$ cat src/rtl/glm_write_arbiter.sv
// Round-robin arbiter sharing one DMA write channel among NUM_REQ writeback requesters.
// Optional perf counters (perf_lines, perf_stall) are enabled by defining GLM_WRITE_ARB_PERF_EN.
`timescale 1ns/1ps
module glm_write_arbiter #(
    parameter int NUM_REQ = 2,
    parameter int DATA_W  = 512,
    parameter int ADDR_W  = 42
) (
    input  logic                      clk,
    input  logic                      reset_n,
    input  logic [NUM_REQ-1:0]        req_valid,
    input  logic [NUM_REQ*ADDR_W-1:0] req_addr,
    input  logic [NUM_REQ*32-1:0]     req_len,
    input  logic [NUM_REQ-1:0]        req_fence,
    input  logic [NUM_REQ-1:0]        req_wvalid,
    input  logic [NUM_REQ*DATA_W-1:0] req_wdata,
    output logic [NUM_REQ-1:0]        req_almostfull,
    output logic [NUM_REQ-1:0]        req_grant,
    output logic [NUM_REQ-1:0]        req_done,
    input  logic                      dma_idle,
    input  logic                      dma_active,
    input  logic                      dma_walmostfull,
    input  logic                      dma_wack,
    output logic                      dma_start,
    output logic [ADDR_W-1:0]         dma_addr,
    output logic [32:0]               dma_len,
    output logic                      dma_we,
    output logic [DATA_W-1:0]         dma_wdata
`ifdef GLM_WRITE_ARB_PERF_EN
    ,
    output logic [63:0]               perf_lines,
    output logic [63:0]               perf_stall
`endif
);

    localparam int IDX_W = $clog2(NUM_REQ);

    typedef enum logic [2:0] {S_IDLE, S_ARB, S_TRIGGER, S_STREAM, S_DONE} state_t;

    state_t             state, state_nxt;
    logic [IDX_W-1:0]   ptr, win, pick, cand;
    logic [ADDR_W-1:0]  addr_q;
    logic [31:0]        len_q, sent, acks;
    logic               fence_q;
    logic               accept, ack_en, finish;
    logic [NUM_REQ-1:0] af_nxt;

    // Search ptr+NUM_REQ down to ptr+1 so the nearest valid index after ptr wins.
    always_comb begin
        pick = ptr;
        cand = ptr;
        for (int unsigned k = NUM_REQ; k > 0; k--) begin
            cand = IDX_W'((32'(ptr) + k) % 32'(NUM_REQ));
            if (req_valid[cand]) pick = cand;
        end
    end

    always_comb begin
        state_nxt = state;
        accept    = (state == S_STREAM) && req_wvalid[win] && dma_active && (sent != len_q);
        ack_en    = (state == S_STREAM) && dma_wack;
        finish    = fence_q ? (ack_en && (acks + 32'd1 == len_q))
                            : (accept && (sent + 32'd1 == len_q));
        af_nxt    = '1;
        if (state == S_STREAM) af_nxt[win] = dma_walmostfull || !dma_active;
        case (state)
            S_IDLE:    if (|req_valid) state_nxt = S_ARB;
            S_ARB:     state_nxt = (req_len[win*32 +: 32] == '0) ? S_DONE : S_TRIGGER;
            S_TRIGGER: if (dma_idle) state_nxt = S_STREAM;
            S_STREAM:  if (finish) state_nxt = S_DONE;
            S_DONE:    state_nxt = S_IDLE;
            default:   state_nxt = S_IDLE;
        endcase
    end

    always_ff @(posedge clk or negedge reset_n) begin
        if (!reset_n) state <= S_IDLE;
        else          state <= state_nxt;
    end

    // The winner is registered on leaving IDLE so req_grant is already visible in ARB.
    always_ff @(posedge clk or negedge reset_n) begin
        if (!reset_n) begin
            ptr            <= IDX_W'(NUM_REQ - 1);
            win            <= '0;
            addr_q         <= '0;
            len_q          <= '0;
            fence_q        <= 1'b0;
            sent           <= '0;
            acks           <= '0;
            req_almostfull <= '0;
            req_grant      <= '0;
            req_done       <= '0;
            dma_start      <= 1'b0;
            dma_addr       <= '0;
            dma_len        <= '0;
            dma_we         <= 1'b0;
            dma_wdata      <= '0;
        end else begin
            dma_start      <= 1'b0;
            dma_we         <= 1'b0;
            req_almostfull <= af_nxt;
            req_done       <= (state_nxt == S_DONE && state != S_DONE) ? req_grant : '0;
            case (state)
                S_IDLE: begin
                    if (|req_valid) begin
                        win       <= pick;
                        req_grant <= NUM_REQ'(1) << pick;
                    end
                end
                S_ARB: begin
                    ptr     <= win;
                    addr_q  <= req_addr[win*ADDR_W +: ADDR_W];
                    len_q   <= req_len[win*32 +: 32];
                    fence_q <= req_fence[win];
                    sent    <= '0;
                    acks    <= '0;
                end
                S_TRIGGER: begin
                    if (dma_idle) begin
                        dma_start <= 1'b1;
                        dma_addr  <= addr_q;
                        dma_len   <= {1'b0, len_q};
                    end
                end
                S_STREAM: begin
                    if (accept) begin
                        dma_we    <= 1'b1;
                        dma_wdata <= req_wdata[win*DATA_W +: DATA_W];
                        sent      <= sent + 32'd1;
                    end
                    if (ack_en) acks <= acks + 32'd1;
                end
                S_DONE:  req_grant <= '0;
                default: req_grant <= '0;
            endcase
        end
    end

`ifdef GLM_WRITE_ARB_PERF_EN
    always_ff @(posedge clk or negedge reset_n) begin
        if (!reset_n) begin
            perf_lines <= '0;
            perf_stall <= '0;
        end else begin
            if (accept && (perf_lines != '1)) perf_lines <= perf_lines + 64'd1;
            if ((state == S_STREAM) && req_almostfull[win] && (perf_stall != '1))
                perf_stall <= perf_stall + 64'd1;
        end
    end
`endif

endmodule

$ cat config.mk
export PLATFORM = sky130hd
export DESIGN_NAME = glm_write_arbiter
export DESIGN_NICKNAME = d
export VERILOG_FILES = /design/src/rtl/glm_write_arbiter.sv
export SDC_FILE = /design/constraint.sdc
export NUM_CORES = 2
export LEC_CHECK = 0
export BUFFER_PORTS_ARGS = -buffer_cell sky130_fd_sc_hd__buf_4
export CORE_AREA = 5 5 695 697
export DETAILED_ROUTE_END_ITERATION = 8
export DIE_AREA = 0 0 700 702
export PLACE_DENSITY = 0.3
export SYNTH_ARGS = -nofsm -noshare
export SYNTH_HDL_FRONTEND = slang
export SYNTH_SLANG_ARGS = --single-unit
$ cat constraint.sdc
create_clock -name clk -period 2.9 [get_ports clk]
set_clock_uncertainty 0.15 [all_clocks]
set_input_delay 0.58 -clock clk [delete_from_list [all_inputs] [get_ports clk]]
set_output_delay 0.58 -clock clk [all_outputs]
set_load 0.1 [all_outputs]
==> run metrics <==
Worst Path Arrival 3940 ps; async set-reset flop share out of synthesis 100%; Hold Vio Cnt, Final 0; leading cell types by count after synthesis 737 x sky130_fd_sc_hd__dfrtp_1, 663 x sky130_fd_sc_hd__nand2_1, 590 x sky130_fd_sc_hd__mux2i_1; overall die width 700 um; failing checks setup timing; period utilization 117%; final-stage net count 8020; Worst Setup Path Type flip-flop to flip-flop; Tot Pwr 75.4 mW; overall track demand over capacity in global routing 14.9%; CP Capture Type flip-flop; synthesized-area fraction occupied by adder cells 0.0698%; cell type of the slowest stage on the worst timing path sky130_fd_sc_hd__or4_4; CTS tree yes; non-filler instance count after layout 13300; post-synth top area cell sky130_fd_sc_hd__dfrtp_1; number of rows in the core area 254; Placed Instances 11800; maximum clock rate 295 MHz; area share of xor/xnor cells in the synthesized design 2.63%; Mapped Avg Cell Area 10.1 sq um; dominant combinational cell family by area after synthesis multiplexers; Slew @ Worst Pin 910 ps; final sum of negative setup slack -177430 ps; worst setup slack after layout -487 ps; Hold/Removal Path Class primary input to flip-flop; DRC marker count from the first detailed-route iteration 2867; top post-synthesis cells by area sky130_fd_sc_hd__dfrtp_1 51%, sky130_fd_sc_hd__mux2i_1 16%, sky130_fd_sc_hd__nand2_1 6.9%; Reg clk slew, reported paths 60 ps; via count of the first global-routing pass 44200; Crit path buffers/inverters 4; shortest clock period the worst path allows after layout 3390 ps; routed vias 43400; area share of and/or/nand/nor cells after synthesis 12.1%; RSZ-0062 raised after global routing true; startpoint kind of the worst setup timing path flip-flop; largest net degree at the start of global routing 77; data required time of the critical path 3450 ps; number of remaining DRC errors 0; Static Leak 34.3 nW; relative slew slack 39.4%; Distinct cells, synth 65; run status complete, but fails checks; largest incremental delay on the critical path 570 ps; antenna viol nets, final 0; biggest fanout along the worst timing path 17; number of maximum-capacitance violations 0; grt ovf 0; area fraction of the dominant cell type after synthesis 51.4%; cell family with the largest share of critical-path delay simple AND/OR/NAND/NOR gates; max-slew violation count 0; maximum number of buffers from clock root to sink 4; total routed wirelength 391000 um; height of the die 702 um; number of warnings reported in the yosys synthesis log 0; netlist area before placement 35900 sq um; count of pins on the block boundary 1779; number of enable flip-flop cells after synthesis 0; count of port buffers added during placement 1777; register area share after synthesis 51.5%; final setup violation count 546; synthesized netlist net count 4726; Synth Register Bits 738; fraction of the mapped netlist area in compound gates 11.4%; clock root buffer sky130_fd_sc_hd__clkbuf_16; detailed-placement wirelength estimate 334000 um; global-route wire length before repair 481000 um; multiplexer fraction of the synthesized cell area 18.8%; area inside the core boundary 476000 sq um; clk_lat worst skew 880 ps; layout cell share with drive strength beyond 1 41.5%; Most common cell on crit path sky130_fd_sc_hd__buf_12; number of iterations in the first detailed-routing pass 5; starting density of the core 7.53%; number of levels in the clock H-tree 3; number of antenna violations at the first check in global routing 290; WL per Instance 29.5 um; Post-Synthesis Cells 3540; routability congestion estimate 0.924; count leader, synth sky130_fd_sc_hd__dfrtp_1; area added between synthesis and finish 118%; ys flop type sky130_fd_sc_hd__dfrtp_1; peak ir drop on the vdd network 695 uV; Pwr per Cell Area 966 nW/um^2; die area 491000 sq um; number of buffers added by the clock tree synthesis step 110; DR vias/cell 3.27; clock sink total 738; critical-path cell list xor2_1 -> or4_1 -> or4_4 -> o41ai_4 -> buf_12 -> buf_12 -> buf_16 -> buf_6 -> o21ai_1
cells by family after synthesis:
logic type	after synthesis
XOR/XNOR	106
flip-flops	738
adder cells (fa/ha/maj)	2
AO/OA/AOI/OAI	765
AND/OR/NAND/NOR	988
buffers and inverters	276
other	1
multiplexers	664
registers in the layout (all words and copies together), names as in the netlist, 2 cells and up:
| register | flops |
|---|---|
| req_grant | 2 |
| req_almostfull | 2 |
| addr_q | 42 |
| dma_len | 32 |
| sent | 32 |
| acks | 32 |
| req_done | 2 |
| state | 3 |
| dma_addr | 42 |
| dma_wdata | 512 |
| len_q | 32 |
per-stage QoR:
stage	util (%)	area [sq um]	hold slack [ps]	setup slack (ps)
2_1_floorplan	-	35900	134	-140
3_3_place_gp	12.6	60000	310	-572
3_5_place_dp	12.6	60000	315	-556
4_1_cts	15.9	75700	0.154	-469
5_1_grt	16.4	78000	23.4	-546
6_report	16.4	78000	86.6	-487
path summary, 6_finish.rpt:
kind	cells past startpoint	end	slack [ps]	from
min reg2reg	1	dma_addr[4]$_DFFE_PN0P_	300	addr_q[4]$_DFFE_PN0P_
min	4	dma_wdata[458]$_DFFE_PN0P_	90	req_wdata[970]
min in group asynchronous	2	acks[11]$_DFFE_PN0P_	180	reset_n
max reg2reg	9	dma_wdata[199]$_DFFE_PN0P_	-490	len_q[18]$_DFFE_PN0P_
max in group asynchronous	4	dma_wdata[243]$_DFFE_PN0P_	1220	reset_n
max	9	dma_wdata[199]$_DFFE_PN0P_	-490	len_q[18]$_DFFE_PN0P_
tightest hold or removal path, cell delays in order:
cell and delay (ps):
sky130_fd_sc_hd__buf_4 80, sky130_fd_sc_hd__mux2i_1 80, sky130_fd_sc_hd__buf_4 190, sky130_fd_sc_hd__o21ai_2 120
placed cells by master (no fill, tap or decap), drive strengths merged, types with 23 or more instances in the layout:
cell         instances
xor2                47
nand4               37
nor2                77
dlygate4sd3       1080
mux2i              590
and3                23
a21oi               30
buf               2336
nand3               48
nor4                41
nor3                24
nand2              663
diode               67
mux2                74
dfrtp              737
clkbuf             192
o21ai              656
xnor2               58
layout make-up:
cell class,count,area (sq um)
clock inverter,28,313
antenna,67,168
clock buffer,161,3160
multi-input combinational,2526,17200
timing repair buffer,3447,30800
sequential,738,18500
fill,53400,398000
tap,6272,7850
inverter,11,41.3
report_power, final:
part | total [mW] | leakage [nW] | switching [mW] | internal, mW
Combinational | 45.1 | 23.5 | 34.2 | 11.0
Clock | 13.6 | 1.70 | 5.75 | 7.84
Sequential | 16.7 | 9.16 | 3.05 | 13.6
timing repair:
action / in CTS / in global routing
gates resized for setup: 117 / 354
hold endpoints to repair: 553 / 0
hold buffers: 1080 / 0
endpoints found under the setup margin: 543 / 549
pin swaps: 27 / 119
buffers inserted: 31 / 21
cloned: 18 / 42
per-layer routing:
layer / global-route usage, % / vias to the layer above / wire (um)
met5: 0.301 / - / 815
met4: 4.73 / 124 / 15200
met3: 4.84 / 644 / 30000
met2: 25.3 / 1745 / 187000
met1: 17.8 / 21700 / 158000
li1: - / 19200 / -
No activity file was read; power rests on OpenSTA's default activity.
